[config.mk]
export PLATFORM = sky130hd
export DESIGN_NAME = rf_port_sched
export DESIGN_NICKNAME = d
export VERILOG_FILES = /design/src/rtl/rf_port_sched.sv
export SDC_FILE = /design/constraint.sdc
export NUM_CORES = 1
export LEC_CHECK = 0
export BUFFER_PORTS_ARGS = -buffer_cell sky130_fd_sc_hd__buf_2
export CORE_AREA = 2 2 104 106
export CTS_CLUSTER_SIZE = 14
export DETAILED_ROUTE_END_ITERATION = 10
export DIE_AREA = 0 0 106 108
export PLACE_DENSITY = 0.68
export SLEW_MARGIN = 15
export SYNTH_ARGS = -nofsm -noshare
export SYNTH_HDL_FRONTEND = slang
export SYNTH_SLANG_ARGS = --single-unit
[constraint.sdc]
create_clock -name clk -period 1.4 [get_ports clk]
set_input_delay 0.28 -clock clk [delete_from_list [all_inputs] [get_ports clk]]
set_output_delay 0.28 -clock clk [all_outputs]
set_load 0.01 [all_outputs]
[src/rtl/rf_port_sched.sv]
`default_nettype none
// ============================================================================
// Module   : rf_port_sched
// Brief    : Register-file port scheduler with a round-robin ALU/LSU write
//            arbiter and a two-stage pipelined dual-operand read path.
//            Optional feature macro: RF_PORT_SCHED_BYPASS_EN (same-cycle
//            write-to-read forwarding).
// Revision : 1.0 - initial release
// ============================================================================
module rf_port_sched #(
  parameter int DW = 32,
  parameter int AW = 5
) (
  input  logic          clk,
  input  logic          rst,
  // writeback sources
  input  logic          alu_valid_i,
  output logic          alu_ready_o,
  input  logic [AW-1:0] alu_sel_i,
  input  logic [DW-1:0] alu_data_i,
  input  logic          lsu_valid_i,
  output logic          lsu_ready_o,
  input  logic [AW-1:0] lsu_sel_i,
  input  logic [DW-1:0] lsu_data_i,
  // decode read request / response
  input  logic          rd_req_valid_i,
  output logic          rd_req_ready_o,
  input  logic [AW-1:0] rd_sel1_i,
  input  logic [AW-1:0] rd_sel2_i,
  output logic          rd_rsp_valid_o,
  output logic [DW-1:0] rd_rsp_data1_o,
  output logic [DW-1:0] rd_rsp_data2_o,
  // register file side
  output logic          rf_wr_o,
  output logic [AW-1:0] rf_selwr_o,
  output logic [DW-1:0] rf_in_o,
  output logic          rf_rd_o,
  output logic [AW-1:0] rf_selrd1_o,
  output logic [AW-1:0] rf_selrd2_o,
  input  logic [DW-1:0] rf_out1_i,
  input  logic [DW-1:0] rf_out2_i
);

  localparam logic [AW-1:0] C_X0 = '0;

  // --------------------------------------------------------------------------
  // Write arbitration
  // --------------------------------------------------------------------------
  logic          prio_q, prio_d;
  logic          w_alu_acc;
  logic          w_lsu_acc;
  logic          w_wr_acc;
  logic          w_contend;
  logic [AW-1:0] w_wsel;
  logic [DW-1:0] w_wdata;

  assign alu_ready_o = !rst && (!lsu_valid_i || !prio_q);
  assign lsu_ready_o = !rst && (!alu_valid_i ||  prio_q);

  assign w_alu_acc = alu_valid_i && alu_ready_o;
  assign w_lsu_acc = lsu_valid_i && lsu_ready_o;
  assign w_wr_acc  = w_alu_acc || w_lsu_acc;
  assign w_contend = alu_valid_i && lsu_valid_i;

  always_comb begin
    prio_d  = prio_q;
    w_wsel  = alu_sel_i;
    w_wdata = alu_data_i;
    if (w_lsu_acc) begin
      w_wsel  = lsu_sel_i;
      w_wdata = lsu_data_i;
    end
    // Only a contested grant moves the pointer, handing it to the loser.
    if (w_contend) begin
      prio_d = w_alu_acc;
    end
  end

  // --------------------------------------------------------------------------
  // Write port registers
  // --------------------------------------------------------------------------
  logic          rf_wr_q, rf_wr_d;
  logic [AW-1:0] rf_selwr_q, rf_selwr_d;
  logic [DW-1:0] rf_in_q, rf_in_d;

  always_comb begin
    rf_wr_d    = w_wr_acc && (w_wsel != C_X0);
    rf_selwr_d = rf_selwr_q;
    rf_in_d    = rf_in_q;
    if (w_wr_acc) begin
      rf_selwr_d = w_wsel;
      rf_in_d    = w_wdata;
    end
  end

  always_ff @(posedge clk) begin
    if (rst) begin
      prio_q     <= 1'b0;
      rf_wr_q    <= 1'b0;
      rf_selwr_q <= '0;
      rf_in_q    <= '0;
    end else begin
      prio_q     <= prio_d;
      rf_wr_q    <= rf_wr_d;
      rf_selwr_q <= rf_selwr_d;
      rf_in_q    <= rf_in_d;
    end
  end

  assign rf_wr_o    = rf_wr_q;
  assign rf_selwr_o = rf_selwr_q;
  assign rf_in_o    = rf_in_q;

  // --------------------------------------------------------------------------
  // Read pipeline: accept -> rf_rd stage -> response stage
  // --------------------------------------------------------------------------
  logic          w_rd_acc;
  logic          rf_rd_q, rf_rd_d;
  logic [AW-1:0] rf_selrd1_q, rf_selrd1_d;
  logic [AW-1:0] rf_selrd2_q, rf_selrd2_d;
  logic          rsp_valid_q, rsp_valid_d;

  assign rd_req_ready_o = !rst;
  assign w_rd_acc       = rd_req_valid_i && rd_req_ready_o;

  always_comb begin
    rf_rd_d     = w_rd_acc;
    rf_selrd1_d = rf_selrd1_q;
    rf_selrd2_d = rf_selrd2_q;
    rsp_valid_d = rf_rd_q;
    if (w_rd_acc) begin
      rf_selrd1_d = rd_sel1_i;
      rf_selrd2_d = rd_sel2_i;
    end
  end

  // Reset clears the rf_rd stage, so reads in flight never produce a response.
  always_ff @(posedge clk) begin
    if (rst) begin
      rf_rd_q     <= 1'b0;
      rf_selrd1_q <= '0;
      rf_selrd2_q <= '0;
      rsp_valid_q <= 1'b0;
    end else begin
      rf_rd_q     <= rf_rd_d;
      rf_selrd1_q <= rf_selrd1_d;
      rf_selrd2_q <= rf_selrd2_d;
      rsp_valid_q <= rsp_valid_d;
    end
  end

  assign rf_rd_o        = rf_rd_q;
  assign rf_selrd1_o    = rf_selrd1_q;
  assign rf_selrd2_o    = rf_selrd2_q;
  assign rd_rsp_valid_o = rsp_valid_q;

  // --------------------------------------------------------------------------
  // Per-operand response data
  // --------------------------------------------------------------------------
  logic [AW-1:0] w_selrd    [2];
  logic [DW-1:0] w_rf_out   [2];
  logic [DW-1:0] w_rsp_data [2];

  assign w_selrd[0]  = rf_selrd1_q;
  assign w_selrd[1]  = rf_selrd2_q;
  assign w_rf_out[0] = rf_out1_i;
  assign w_rf_out[1] = rf_out2_i;

  generate
    for (genvar gi = 0; gi < 2; gi++) begin : g_oper
      logic [AW-1:0] rsp_sel_q;
      logic [DW-1:0] w_src;

      // Select follows the read into the response stage, since rf_selrd may
      // already belong to the next read by then.
      always_ff @(posedge clk) begin
        if (rst) begin
          rsp_sel_q <= '0;
        end else begin
          rsp_sel_q <= w_selrd[gi];
        end
      end

`ifdef RF_PORT_SCHED_BYPASS_EN
      logic          byp_hit_q;
      logic [DW-1:0] byp_val_q;

      always_ff @(posedge clk) begin
        if (rst) begin
          byp_hit_q <= 1'b0;
          byp_val_q <= '0;
        end else begin
          byp_hit_q <= rf_wr_q && (rf_selwr_q == w_selrd[gi]) && (rf_selwr_q != C_X0);
          byp_val_q <= rf_in_q;
        end
      end

      assign w_src = byp_hit_q ? byp_val_q : w_rf_out[gi];
`else
      assign w_src = w_rf_out[gi];
`endif

      assign w_rsp_data[gi] = (rsp_sel_q == C_X0) ? '0 : w_src;
    end
  endgenerate

  assign rd_rsp_data1_o = w_rsp_data[0];
  assign rd_rsp_data2_o = w_rsp_data[1];

endmodule
`default_nettype wire
==> Word level (Yosys, flattened, before mapping) <==
Index checks and enable logic that the tools add are counted.
{ "word_totals": {"regBits": 61, "in_bits": 153, "out_inout_bits": 117, "word_cells": 31} }
{ "op_classes": {"n_mux": 4, "reduce_logical": 17} }
{ "ops": {"columns": ["op", "n"], "rows": [
  ["two-way mux 32 bit", 3],
  ["logical NOT 5 bit", 2],
  ["logical AND 1 bit", 7],
  ["two-way mux 5 bit", 1],
  ["nonzero test 5 bit", 1],
  ["logical NOT 1 bit", 4],
  ["logical OR 1 bit", 3]
]} }

==> Logic depth before layout (Yosys ltp) <==
{ "logic_depth": {"depth_word": 7, "ltp_mapped": 5, "depth_no_buf": 3} }

==> Worst setup path after synthesis <==
No wires, ideal clock.
{ "synth_path": {"path_kind": "register to output", "startpoint": "reg g_oper[0].rsp_sel_q[0]", "endpoint": "out rd_rsp_data1_o[10]", "arrival_ns": 1.202, "required_ns": 1.120, "path_slack_ns": -0.082, "path_stages_with_launch": 5, "path_cell_list": "dfxtp_1 or4_1 nor2_4 buf_6 nor2b_1"} }
{ "synth_between": {"elab_chain_len": 2} }
{ "synth_rtl": {"columns": ["element", "line", "text"], "rows": [
  ["start, declared", "171", "logic [AW-1:0] rsp_sel_q;"],
  ["start signal, assigned", "180", "rsp_sel_q <= w_selrd[gi];"],
  ["logical NOT 5 bit", "203", "assign w_rsp_data[gi] = (rsp_sel_q == C_X0) ? '0 : w_src;"],
  ["two-way mux 32 bit", "203", null],
  ["end, declared", "31", "output logic [DW-1:0] rd_rsp_data1_o,"]
]} }
Every way passes these cells.

==> Worst setup path after layout <==
{ "layout_path": {"startpoint": "reg g_oper[1].rsp_sel_q[0]", "endpoint": "out rd_rsp_data2_o[24]"} }
{ "layout_between": {"elab_chain_len": 2} }
{ "layout_rtl": {"columns": ["element", "line", "text"], "rows": [
  ["start, declared", "171", null],
  ["start signal, assigned", "180", null],
  ["logical NOT 5 bit", "203", null],
  ["two-way mux 32 bit", "203", null],
  ["end, declared", "32", "output logic [DW-1:0] rd_rsp_data2_o,"]
]} }
Every way passes these cells.

==> flow_summary_export.csv <==
group,metric,value,unit
status,status,"finished, violations left",
status,violations,"negative setup slack",
setup_path,crit_slowest_cell,"or4_4",
setup_path,end_kind,"output pin",
synthesis,yosysTopAreaCell,"dfxtp_1",
synthesis,syn_nets,507,
synthesis,yosys-top-cells-area,"dfxtp_1 (40%), nor2b_1 (15%), a311oi_1 (9.8%), nand3_1 (6.1%), nor2_1 (5.1%)",
global_routing,overflow,0,
sta,finalCritPeriodShare,1.43,
global_routing,grt_pass1_wl,18200,microns
synthesis,ys_warn_count,0,
worst_hold_path,min_path_type,"input port to flip-flop",
sta,rsz0062_at_grt,"true",
setup_path,required,1120,ps
detailed_routing,wire_per_inst,16.3,microns
synthesis,async_flop_share,0,
floorplan,start_util,0.297,
sta,period_needed,2000,ps
synthesis,ys_top_cells_by_count,"nor2b_1 (72), dfxtp_1 (61), nor2_1 (41), nand3_1 (37), a311oi_1 (34)",
detailed_routing,ant_nets,0,
floorplan,die_h,108,microns
clock_tree,clk_path_buf_depth,2,
floorplan,fp-row-count,37,
global_routing,antenna_found_initial,4,
global_routing,grt_pass1_vias,3491,
sta,fin_ws,-596,ps
layout,drive_gt1_frac,0.527,
setup_path,regToRegSetupSlack,70,ps
detailed_routing,vias,3705,
power,max-vdd-ir-drop,0.000517,V
sta,fmax,501,MHz
placed_design,place_congestion,0.972,
setup_path,cp-start-kind,"flip-flop",
sta,relSlewSlack,0.826,
clock_tree,clk_pin_slew,70,ps
sta,finClkSkew,12.2,ps
synthesis,synthFlopType,"dfxtp_1",
setup_path,critPathMaxStageDelay,530,ps
synthesis,ys_ff_latch,61,
power,p_leak,0.00245,uW
synthesis,syn_inst,354,
detailed_routing,drcViolationCount,0,
clock_tree,ctsHoldBuffers,0,
setup_path,worst-path-buf-inv,2,
floorplan,die_area,11400,sq um
global_routing,grt_max_degree,48,
layout,syn2layout_area_growth,59.4,%
flow_run,maxCapViolCount,0,
sta,drv_slew,0,
synthesis,synth_edf_count,0,
sta,hold_viol,0,
floorplan,io_pins,270,
clock_tree,cts_tree,"done",
synthesis,yosysMostFrequentCell,"nor2b_1",
layout,nets,774,
sta,fin_setup_tns,-36610,ps
sta,tightest_slew,259,ps
detailed_routing,via_per_inst,4.84,
floorplan,die_w,106,microns
sta,setup_violations,65,
floorplan,core,10200,sq um
setup_path,critical_path_class,"flip-flop to output pin",
setup_path,cp_top_family,"simple AND/OR/NAND/NOR gates",
power,power_density,985,nW/um^2
synthesis,yosysSeqAreaShare,0.401,
placed_design,hpwl,9810,microns
clock_tree,htreeDepth,3,
setup_path,arrival,1720,ps
placed_design,dp_cells,740,
placed_design,dpl_cell_area,4550,sq um
clock_tree,cts_inserted_buffers,9,
synthesis,syn_area,3040,sq um
placed_design,port_buffers,269,
clock_tree,worstSkewPairLatency,340,ps
setup_path,path_cells,"or4_4 > nor2_4 > clkbuf_16 > nor2b_1 > buf_2",
detailed_routing,dr.first_iter.drc_count,231,
layout,fin_area,4850,sq um
synthesis,yosys.cell_types.count,27,
power,power.total,4780,uW
clock_tree,cts_root_buf,"clkbuf_8",
clock_tree,cts_sinks,61,
detailed_routing,drt-total-wl,12500,microns
detailed_routing,dr.pass1.iters,4,
global_routing,track_usage,0.207,
placed_design,pre_cts_ws,-223,ps
layout,final_cells,766,
synthesis,syn_area_per_cell,8.60,sq um
setup_path,crit_fanout,16,
synthesis,synth_top_cell_area_share,0.401,
flip-flops by register name, summed over array words and instances, names as in the netlist:
| register | count |
|---|---|
| g_oper.rsp_sel_q | 10 |
| rf_rd_o | 1 |
| prio_q | 1 |
| rf_selrd2_o | 5 |
| rf_selwr_o | 5 |
| rf_wr_o | 1 |
| rf_in_o | 32 |
| rf_selrd1_o | 5 |
| rd_rsp_valid_o | 1 |
cells in the final DEF (no fill, tap or decap), types with 4 or more instances in the layout:
master    instances
buf_2           268
nor2b_1          72
dfxtp_1          60
nor2_1           40
nand3_1          37
a311oi_1         34
o21ai_1          27
buf_4            12
o21ai_0          10
mux2_2           10
clkbuf_8          9
buf_12            7
diode_2           4
power breakdown:
part,internal [uW],total [uW],switching (uW)
Combinational,708,1440,734
Sequential,1870,1930,63.2
Clock,647,1410,758
area by class of cell:
type | count | area (sq um)
Fill cell | 1060 | 5380
Timing Repair Buffer | 292 | 1670
Multi-Input combinational cell | 255 | 1600
Sequential cell | 61 | 1220
Tap cell | 136 | 170
Clock buffer | 9 | 124
Clock inverter | 7 | 50.0
Antenna cell | 4 | 10.0
Inverter | 2 | 7.51
worst paths after layout:
| check | start | end | cells past startpoint |
|---|---|---|---|
| worst max-delay path | g_oper[1].rsp_sel_q[0]$_SDFF_PP0_ | rd_rsp_data2_o[24] | 5 |
| worst min-delay path | rd_sel2_i[3] | rf_selrd2_o[3]$_SDFFE_PP0P_ | 2 |
| worst max register to register | prio_q$_SDFFE_PP0P_ | rf_in_o[5]$_SDFFE_PP0P_ | 5 |
| worst min register to register | rf_selrd2_o[3]$_SDFFE_PP0P_ | g_oper[1].rsp_sel_q[3]$_SDFF_PP0_ | 1 |
what timing repair did:
action                                  CTS  global route
resized for setup                         2             5
cloned                                    1             2
buffers inserted                          3             0
endpoints found under the setup margin   65            75
pin swaps                                 0             3
kinds of logic after synthesis:
| logic type | after synthesis | synth area share |
|---|---|---|
| and+or+nand+nor | 167 | 0.299 |
| AOI/OAI and AO/OA | 77 | 0.180 |
| DFF | 61 | 0.401 |
| buffers and inverters | 38 | 0.0798 |
| muxes | 10 | 0.0370 |
| xor gates and xnor gates | 1 | 0.00288 |
stage by stage:
stage	hold slack, ps	util
detailed placement	467	0.444
global route	137	0.474
finish	164	0.474
CTS	147	0.467
global placement	460	0.444
floorplan	360	-
routing by layer:
layer  track usage  wire length [microns]  vias up
li1              -                      -     1784
met1         0.224                   4630     1722
met2         0.371                   6370      180
met3        0.0796                   1130       19
met4        0.0724                    327        0
met5             0                      0        -
(Power assumes the default switching activity.)
